File: config.mk
export PLATFORM = sky130hd
export DESIGN_NAME = ins_fetch
export DESIGN_NICKNAME = d
export VERILOG_FILES = /design/src/rtl/ifu_pkg.sv /design/src/rtl/ins_len_dec.sv /design/src/rtl/ins_fetch.sv
export SDC_FILE = /design/constraint.sdc
export NUM_CORES = 1
export LEC_CHECK = 0
export ABC_CLOCK_PERIOD_IN_PS = 4300
export CAP_MARGIN = 5
export CORE_ASPECT_RATIO = 0.7
export CORE_MARGIN = 10
export CORE_UTILIZATION = 45
export DETAILED_ROUTE_END_ITERATION = 10
export GPL_TIMING_DRIVEN = 0
export PLACE_DENSITY = 0.79
export SLEW_MARGIN = 0
export SYNTH_ARGS = -nofsm -noshare
export SYNTH_HDL_FRONTEND = slang
export SYNTH_SLANG_ARGS = --single-unit
File: constraint.sdc
create_clock -name clk -period 4.3 [get_ports clk]
set_input_delay 0.43 -clock clk [delete_from_list [all_inputs] [get_ports clk]]
set_output_delay 0.43 -clock clk [all_outputs]
set_load 0.1 [all_outputs]
File: src/rtl/ifu_pkg.sv
// +--------------------------------------------------------------------------+
// | ifu_pkg : shared opcode constants, fetch-state encoding, length helper   |
// | Rev 1.0 : initial release                                                |
// +--------------------------------------------------------------------------+
`default_nettype none

package ifu_pkg;

  localparam logic [3:0] OP_NOP = 4'b0000;
  localparam logic [3:0] OP_LDO = 4'b0001;
  localparam logic [3:0] OP_LDA = 4'b0010;
  localparam logic [3:0] OP_STO = 4'b0011;
  localparam logic [3:0] OP_HLT = 4'b0111;

  typedef enum logic [1:0] {
    ST_FETCH_OP  = 2'd0,
    ST_FETCH_ARG = 2'd1,
    ST_HOLD      = 2'd2,
    ST_HALT      = 2'd3
  } ifu_state_t;

  function automatic logic is_two_byte(input logic [3:0] op);
    return (op == OP_LDO) || (op == OP_LDA) || (op == OP_STO);
  endfunction

endpackage

`default_nettype wire

File: src/rtl/ins_len_dec.sv
// +--------------------------------------------------------------------------+
// | ins_len_dec : opcode -> instruction length / halt flags (combinational)  |
// | Rev 1.0 : initial release                                                |
// +--------------------------------------------------------------------------+
`default_nettype none

module ins_len_dec
  import ifu_pkg::*;
(
  input  logic [3:0] i_op,
  output logic       o_two_byte,
  output logic       o_is_hlt
);

  assign o_two_byte = is_two_byte(i_op);
  assign o_is_hlt   = (i_op == OP_HLT);

endmodule

`default_nettype wire

File: src/rtl/ins_fetch.sv
// +--------------------------------------------------------------------------+
// | ins_fetch : PC owner and 1/2-byte instruction assembler with valid/ready |
// | Optional redirect port when IFU_JUMP_EN is defined.                      |
// | Rev 1.0 : initial release                                                |
// +--------------------------------------------------------------------------+
`default_nettype none

module ins_fetch
  import ifu_pkg::*;
#(
  parameter int                ADDR_W   = 8,
  parameter int                DATA_W   = 8,
  parameter logic [ADDR_W-1:0] RESET_PC = '0
) (
  input  logic              clk,
  input  logic              rst_n,
  output logic [ADDR_W-1:0] rom_addr,
  output logic              rom_read,
  output logic              rom_ena,
  input  logic [DATA_W-1:0] rom_data,
  output logic              ins_valid,
  input  logic              ins_ready,
  output logic [3:0]        ins_op,
  output logic [3:0]        ins_reg,
  output logic [7:0]        ins_arg,
  output logic [ADDR_W-1:0] ins_pc,
  output logic              halted
`ifdef IFU_JUMP_EN
  ,
  input  logic              jmp_valid,
  input  logic [ADDR_W-1:0] jmp_addr
`endif
);

  ifu_state_t        r_state;
  logic [ADDR_W-1:0] r_pc;
  logic [ADDR_W-1:0] r_ins_pc;
  logic [3:0]        r_op;
  logic [3:0]        r_reg;
  logic [7:0]        r_arg;
  logic              r_valid;
  logic              r_halted;

  logic [3:0]        w_dec_op;
  logic              w_two_byte;
  logic              w_is_hlt;
  logic              w_fetching;
  logic              w_jmp;
  logic [ADDR_W-1:0] w_jmp_addr;

`ifdef IFU_JUMP_EN
  assign w_jmp      = jmp_valid;
  assign w_jmp_addr = jmp_addr;
`else
  assign w_jmp      = 1'b0;
  assign w_jmp_addr = '0;
`endif

  // In HOLD the decoder looks at the held opcode (HLT test), otherwise at the ROM byte.
  assign w_dec_op = (r_state == ST_HOLD) ? r_op : rom_data[7:4];

  ins_len_dec u_len_dec (
    .i_op       (w_dec_op),
    .o_two_byte (w_two_byte),
    .o_is_hlt   (w_is_hlt)
  );

  always_ff @(posedge clk) begin
    if (!rst_n) begin
      r_state  <= ST_FETCH_OP;
      r_pc     <= RESET_PC;
      r_ins_pc <= '0;
      r_op     <= '0;
      r_reg    <= '0;
      r_arg    <= '0;
      r_valid  <= 1'b0;
      r_halted <= 1'b0;
    end else if (w_jmp) begin
      r_state  <= ST_FETCH_OP;
      r_pc     <= w_jmp_addr;
      r_valid  <= 1'b0;
      r_halted <= 1'b0;
    end else begin
      case (r_state)
        ST_FETCH_OP: begin
          r_op     <= rom_data[7:4];
          r_reg    <= rom_data[3:0];
          r_ins_pc <= r_pc;
          r_pc     <= r_pc + ADDR_W'(1);
          if (w_two_byte) begin
            r_state <= ST_FETCH_ARG;
          end else begin
            r_arg   <= '0;
            r_valid <= 1'b1;
            r_state <= ST_HOLD;
          end
        end
        ST_FETCH_ARG: begin
          r_arg   <= rom_data[7:0];
          r_pc    <= r_pc + ADDR_W'(1);
          r_valid <= 1'b1;
          r_state <= ST_HOLD;
        end
        ST_HOLD: begin
          if (ins_ready) begin
            r_valid <= 1'b0;
            if (w_is_hlt) begin
              r_halted <= 1'b1;
              r_state  <= ST_HALT;
            end else begin
              r_state  <= ST_FETCH_OP;
            end
          end
        end
        ST_HALT: begin
          r_halted <= 1'b1;
        end
        default: begin
          r_state <= ST_FETCH_OP;
        end
      endcase
    end
  end

  // Strobes are gated by rst_n so the ROM is idle for the whole reset window.
  assign w_fetching = rst_n && ((r_state == ST_FETCH_OP) || (r_state == ST_FETCH_ARG));

  assign rom_addr  = r_pc;
  assign rom_read  = w_fetching;
  assign rom_ena   = w_fetching;
  assign ins_valid = r_valid;
  assign ins_op    = r_op;
  assign ins_reg   = r_reg;
  assign ins_arg   = r_arg;
  assign ins_pc    = r_ins_pc;
  assign halted    = r_halted;

endmodule

`default_nettype wire

# ---- Yosys cells after proc, flatten, opt, wreduce, memory -nomap -nowiden
# Index checks and enable logic that the tools add are counted.
dict set report word_totals {
  regBits 36
  input_bits 11
  wordCells 45
}
dict set report classes {
  n_addsub 1
  n_eq_ne 10
  muxes 13
  reduce_logical 13
}
# op n
set ops {}
lappend ops {{$pmux 8 s2} 1}
lappend ops {{$add 8x1->8 const B} 1}
lappend ops {{$eq 4x2->1 const B} 2}
lappend ops {{$mux 8} 1}
lappend ops {{$mux 2} 3}
lappend ops {{$pmux 2 s3} 1}
lappend ops {{$reduce_and 3->1} 2}
lappend ops {{$eq 2x2->1 const B} 2}
lappend ops {{$eq 4x1->1 const B} 1}
lappend ops {{$eq 4x3->1 const B} 1}
lappend ops {{$mux 1} 4}
lappend ops {{$mux 4} 1}
lappend ops {{$ne 2x2->1 const B} 2}
lappend ops {{$reduce_and 2->1} 2}
lappend ops {{$reduce_bool 2->1} 2}
lappend ops {{$logic_or 1x1->1} 3}
lappend ops {{$pmux 1 s3} 1}
lappend ops {{$reduce_bool 3->1} 1}
lappend ops {{$eq 2x1->1 const B} 1}
lappend ops {{$logic_not 2->1} 1}
lappend ops {{$ne 2x1->1 const B} 1}
lappend ops {{$pmux 1 s2} 1}
lappend ops {{$reduce_or 2->1} 1}
lappend ops {{$logic_and 1x1->1} 1}

# ---- Logic depth before layout (Yosys ltp)
dict set report logic_depth {
  ltp_word 7
  ltp_mapped 8
}

# ---- Cells and area by module
# A second synthesis with hierarchy kept.
dict set report unflattened {
  hier_cells 172
  area_unflattened_um2 1710.4
}
# mod cells_each seq_area_each_um2 instances area_each_um2
set modules_own_cells {}
lappend modules_own_cells {ins_fetch 169 720.7 1 1691.6}
lappend modules_own_cells {ins_len_dec 3 0.0 1 18.8}

# ---- Least setup slack after synthesis
# OpenSTA, ideal clock, no wires.
dict set report synth_timing {
  path_kind {reg-to-output}
  start {reg r_state[0]}
  end {out rom_read}
  t_required_ps 3870
  stages_incl_launch_ff 8
  slack_ps 1046
  t_arrival_ps 2824
  path_buffers 3
  path_cell_list {dfxtp_1 > inv_1 > ha_1 > buf_2 > buf_2 > nor2_1 > nor2_1 > buf_4}
}
dict set report synth_via {
  elab_chain_len 3
}
# item line
set synth_rtl {}
lappend synth_rtl {{from (decl)} ins_fetch.sv:35} ;# ifu_state_t r_state;
lappend synth_rtl {{from (signal assigned)} ins_fetch.sv:70} ;# r_state <= ST_FETCH_OP;
lappend synth_rtl {{from (signal assigned)} ins_fetch.sv:79} ;# r_state <= ST_FETCH_OP;
lappend synth_rtl {{from (signal assigned)} ins_fetch.sv:91} ;# r_state <= ST_FETCH_ARG;
lappend synth_rtl {{$eq 2x1->1 or $logic_not 2->1 (tied branches)} ins_fetch.sv:126} ;# assign w_fetching = rst_n && ((r_state == ST_FETCH_OP) || (r_state == ST_FETCH_ARG));
lappend synth_rtl {{$logic_or 1x1->1 *} ins_fetch.sv:126}
lappend synth_rtl {{$logic_and 1x1->1 *} ins_fetch.sv:126}
lappend synth_rtl {{to (decl)} ins_fetch.sv:18} ;# output logic rom_read,
# Mark *: on every way between the ends. The rest lies on a longest branch, timed or not.

# ---- Final worst setup path
dict set report layout_timing {
  start {in rst_n}
  end {out rom_read}
}
dict set report layout_via {
  elab_chain_len 1
}
# item line
set layout_rtl {}
lappend layout_rtl {{from (decl)} ins_fetch.sv:16} ;# input logic rst_n,
lappend layout_rtl {{$logic_and 1x1->1} ins_fetch.sv:126}
# No other way between the ends.

==> run metrics <==
Non-Filler Instances=244; Antenna Nets Post-Route=0; Worst EP arrival=3.04 ns; minimum clock period after layout=around 3.5 ns; max-cap viol count=0; Max Clock Skew=0.00755 ns; Gates resized, CTS repair=0; DRC=0; First DRT Iteration DRCs=67; Core ar.=3190 um2; initial antenna violation count=0; DP Wirelength=2.86 mm; Worst-Skew Late Latency=approximately 0.29 ns; clock slew at reported path FFs=0.06 ns; final hold vios=0; Slew Viols, Final=0; Die Wd=89.3 um; Worst EP required=3.87 ns; initial core utilization=a little under half; worst ir drop on vdd=0.000466 V; CTS root buf=clkbuf_8; share of Yosys cell area claimed by the top area cell type=47.7%; hold crit path type=register to register; Net Count, Synth=169; Power, Total=1.56 mW; most frequent cells in the layout=clkdlybuf4s50_1 (46), dfxtp_1 (36), nor2_1 (25); Pwr per Cell Area=735 nW/um2; synthesized area=1510 um2; DIE AREA=6110 um2; largest net degree at the start of global routing=12; commonest non-fill, non-tap cell in the layout=clkdlybuf4s50_1; critical path class=primary input to output pin; unrepaired setup endpoints after global routing=no; GPL Wtd Cong=between 0.8 and 0.9; # IOs=47; drt pass-1 iters=4; Clock Path Buffers=2; Area contributors post-synth=dfxtp_1 (48%), mux2i_1 (11%), nor2_1 (6.2%); run status=complete, no violations; Ant. Diodes=0; Distinct cells, synth=36; Post-Place Cells=approximately 240; warning count from the yosys run=0; clock tree sinks=36; Main synth FF type=dfxtp_1; endpoints failing setup=0; Post-Route WL=3.75 mm; layout cells sized above 1=8.74%; DR vias=1,313; Area growth syn-to-layout=40.7%; Synth Register Bits=36; Buffers on Ports=46; Num CTS Buffers=5; first-pass GRT wire length=5.93 mm; Die Ht=between 60 and 70 um; Avg Synthesized Cell Area=9.94 um2; EDFF count, synth=0; Post-CTS Setup Repair Bufs=0; worst hold margin=0.454 ns; sequential fraction of the synthesis area=47.7%; crit path launch type=primary input; CP max FO=10; fmax=0.288 GHz; period utilization=between 80% and 90%; Leak=~0.86 nW; vias in the first global route=1,231; post-synthesis cell count=152; TritonCTS clock tree=yes; total grt overflow=0; total global-route track usage=12.5%; nets@finish=222; routed vias/inst=5.38; setup_tns=0 ns; cts-stage hold buffer count=0; Critical Path Sink Type=output pin; std cell rows=17; relative slew slack=around a third; WL/cell=15.4 um; H-Tree Depth=2; post-synthesis async set-or-reset flop share=0%; Slew @ Worst Pin=around 1 ns; Synth area leader=dfxtp_1
metal layers:
| metal | vias to the layer above | GRT usage [%] | part of all wire, % | wire, um |
|---|---|---|---|---|
| li1 | 641 | - | - | - |
| met1 | 620 | 14.9 | 45 | 1700 |
| met2 | 47 | 19.2 | 44 | 1670 |
| met3 | 5 | 5.97 | 9.0 | 338 |
| met4 | 0 | 4.74 | 1.1 | 42 |
| met5 | - | 0 | 0 | 0 |
critical path, cell delays in order:
cell             delay [ns]
clkdlybuf4s50_1        0.45
inv_2                  0.10
clkbuf_1               0.40
buf_1                  0.42
nor2_1                 0.13
buf_4                  0.15
clkdlybuf4s50_1        0.96
cells in the mapped netlist, drive strengths merged (2+ instances only):
master    n
o21ai     9
nand2     3
mux2i    16
xor2      4
o22a      2
nand3     2
o2111ai   2
buf       6
nor2b     2
or3       4
dfxtp    36
inv       4
a21oi     7
nor2     25
clkbuf    3
a22o      8
ha        6
path summary, 6_finish.rpt:
check	from	to	slack, ns	depth (start not counted)
worst min register to register	halted	halted	0.45	2
worst max register to register	r_state[0]	ins_arg[3]	2.22	6
worst max-delay path	rst_n	rom_read	0.83	7
worst min-delay path	halted	halted	0.45	2
logic make-up (layout without fill, tap and decap cells):
group                    Yosys count  in the layout  synth area share (%)
AO/OA/AOI/OAI                     34             34                  16.8
multiplexers                      16             16                  10.6
adder cells (fa/ha/maj)            6              6                  4.97
buffers and inverters             13             67                  3.81
flip-flops                        36             36                  47.7
AND/OR/NAND/NOR                   43             43                  13.8
XOR/XNOR                           4              4                  2.32
power breakdown:
group          switching (mW)  internal (mW)
combinational           0.598          0.235
clock                   0.119          0.172
sequential             0.0509          0.389
metrics by stage:
stage	cell area, um2	setup WS (ns)	util, %
floorplan	1510	1.05	-
finish	2130	0.826	66.7
global placement	2020	0.844	63.3
CTS	2130	0.821	66.7
global route	2130	0.645	66.7
detailed placement	2020	0.813	63.3
layout make-up:
type | count | area [um2]
sequential | 36 | 721
timing repair buffer | 46 | 460
multi-input combinational | 103 | 733
inverter | 4 | 15.0
clock inverter | 2 | 35.0
fill | 255 | 1060
clock buffer | 6 | 72.6
buffer | 9 | 42.5
tap | 38 | 47.5
No activity file was read; power rests on OpenSTA's default activity.
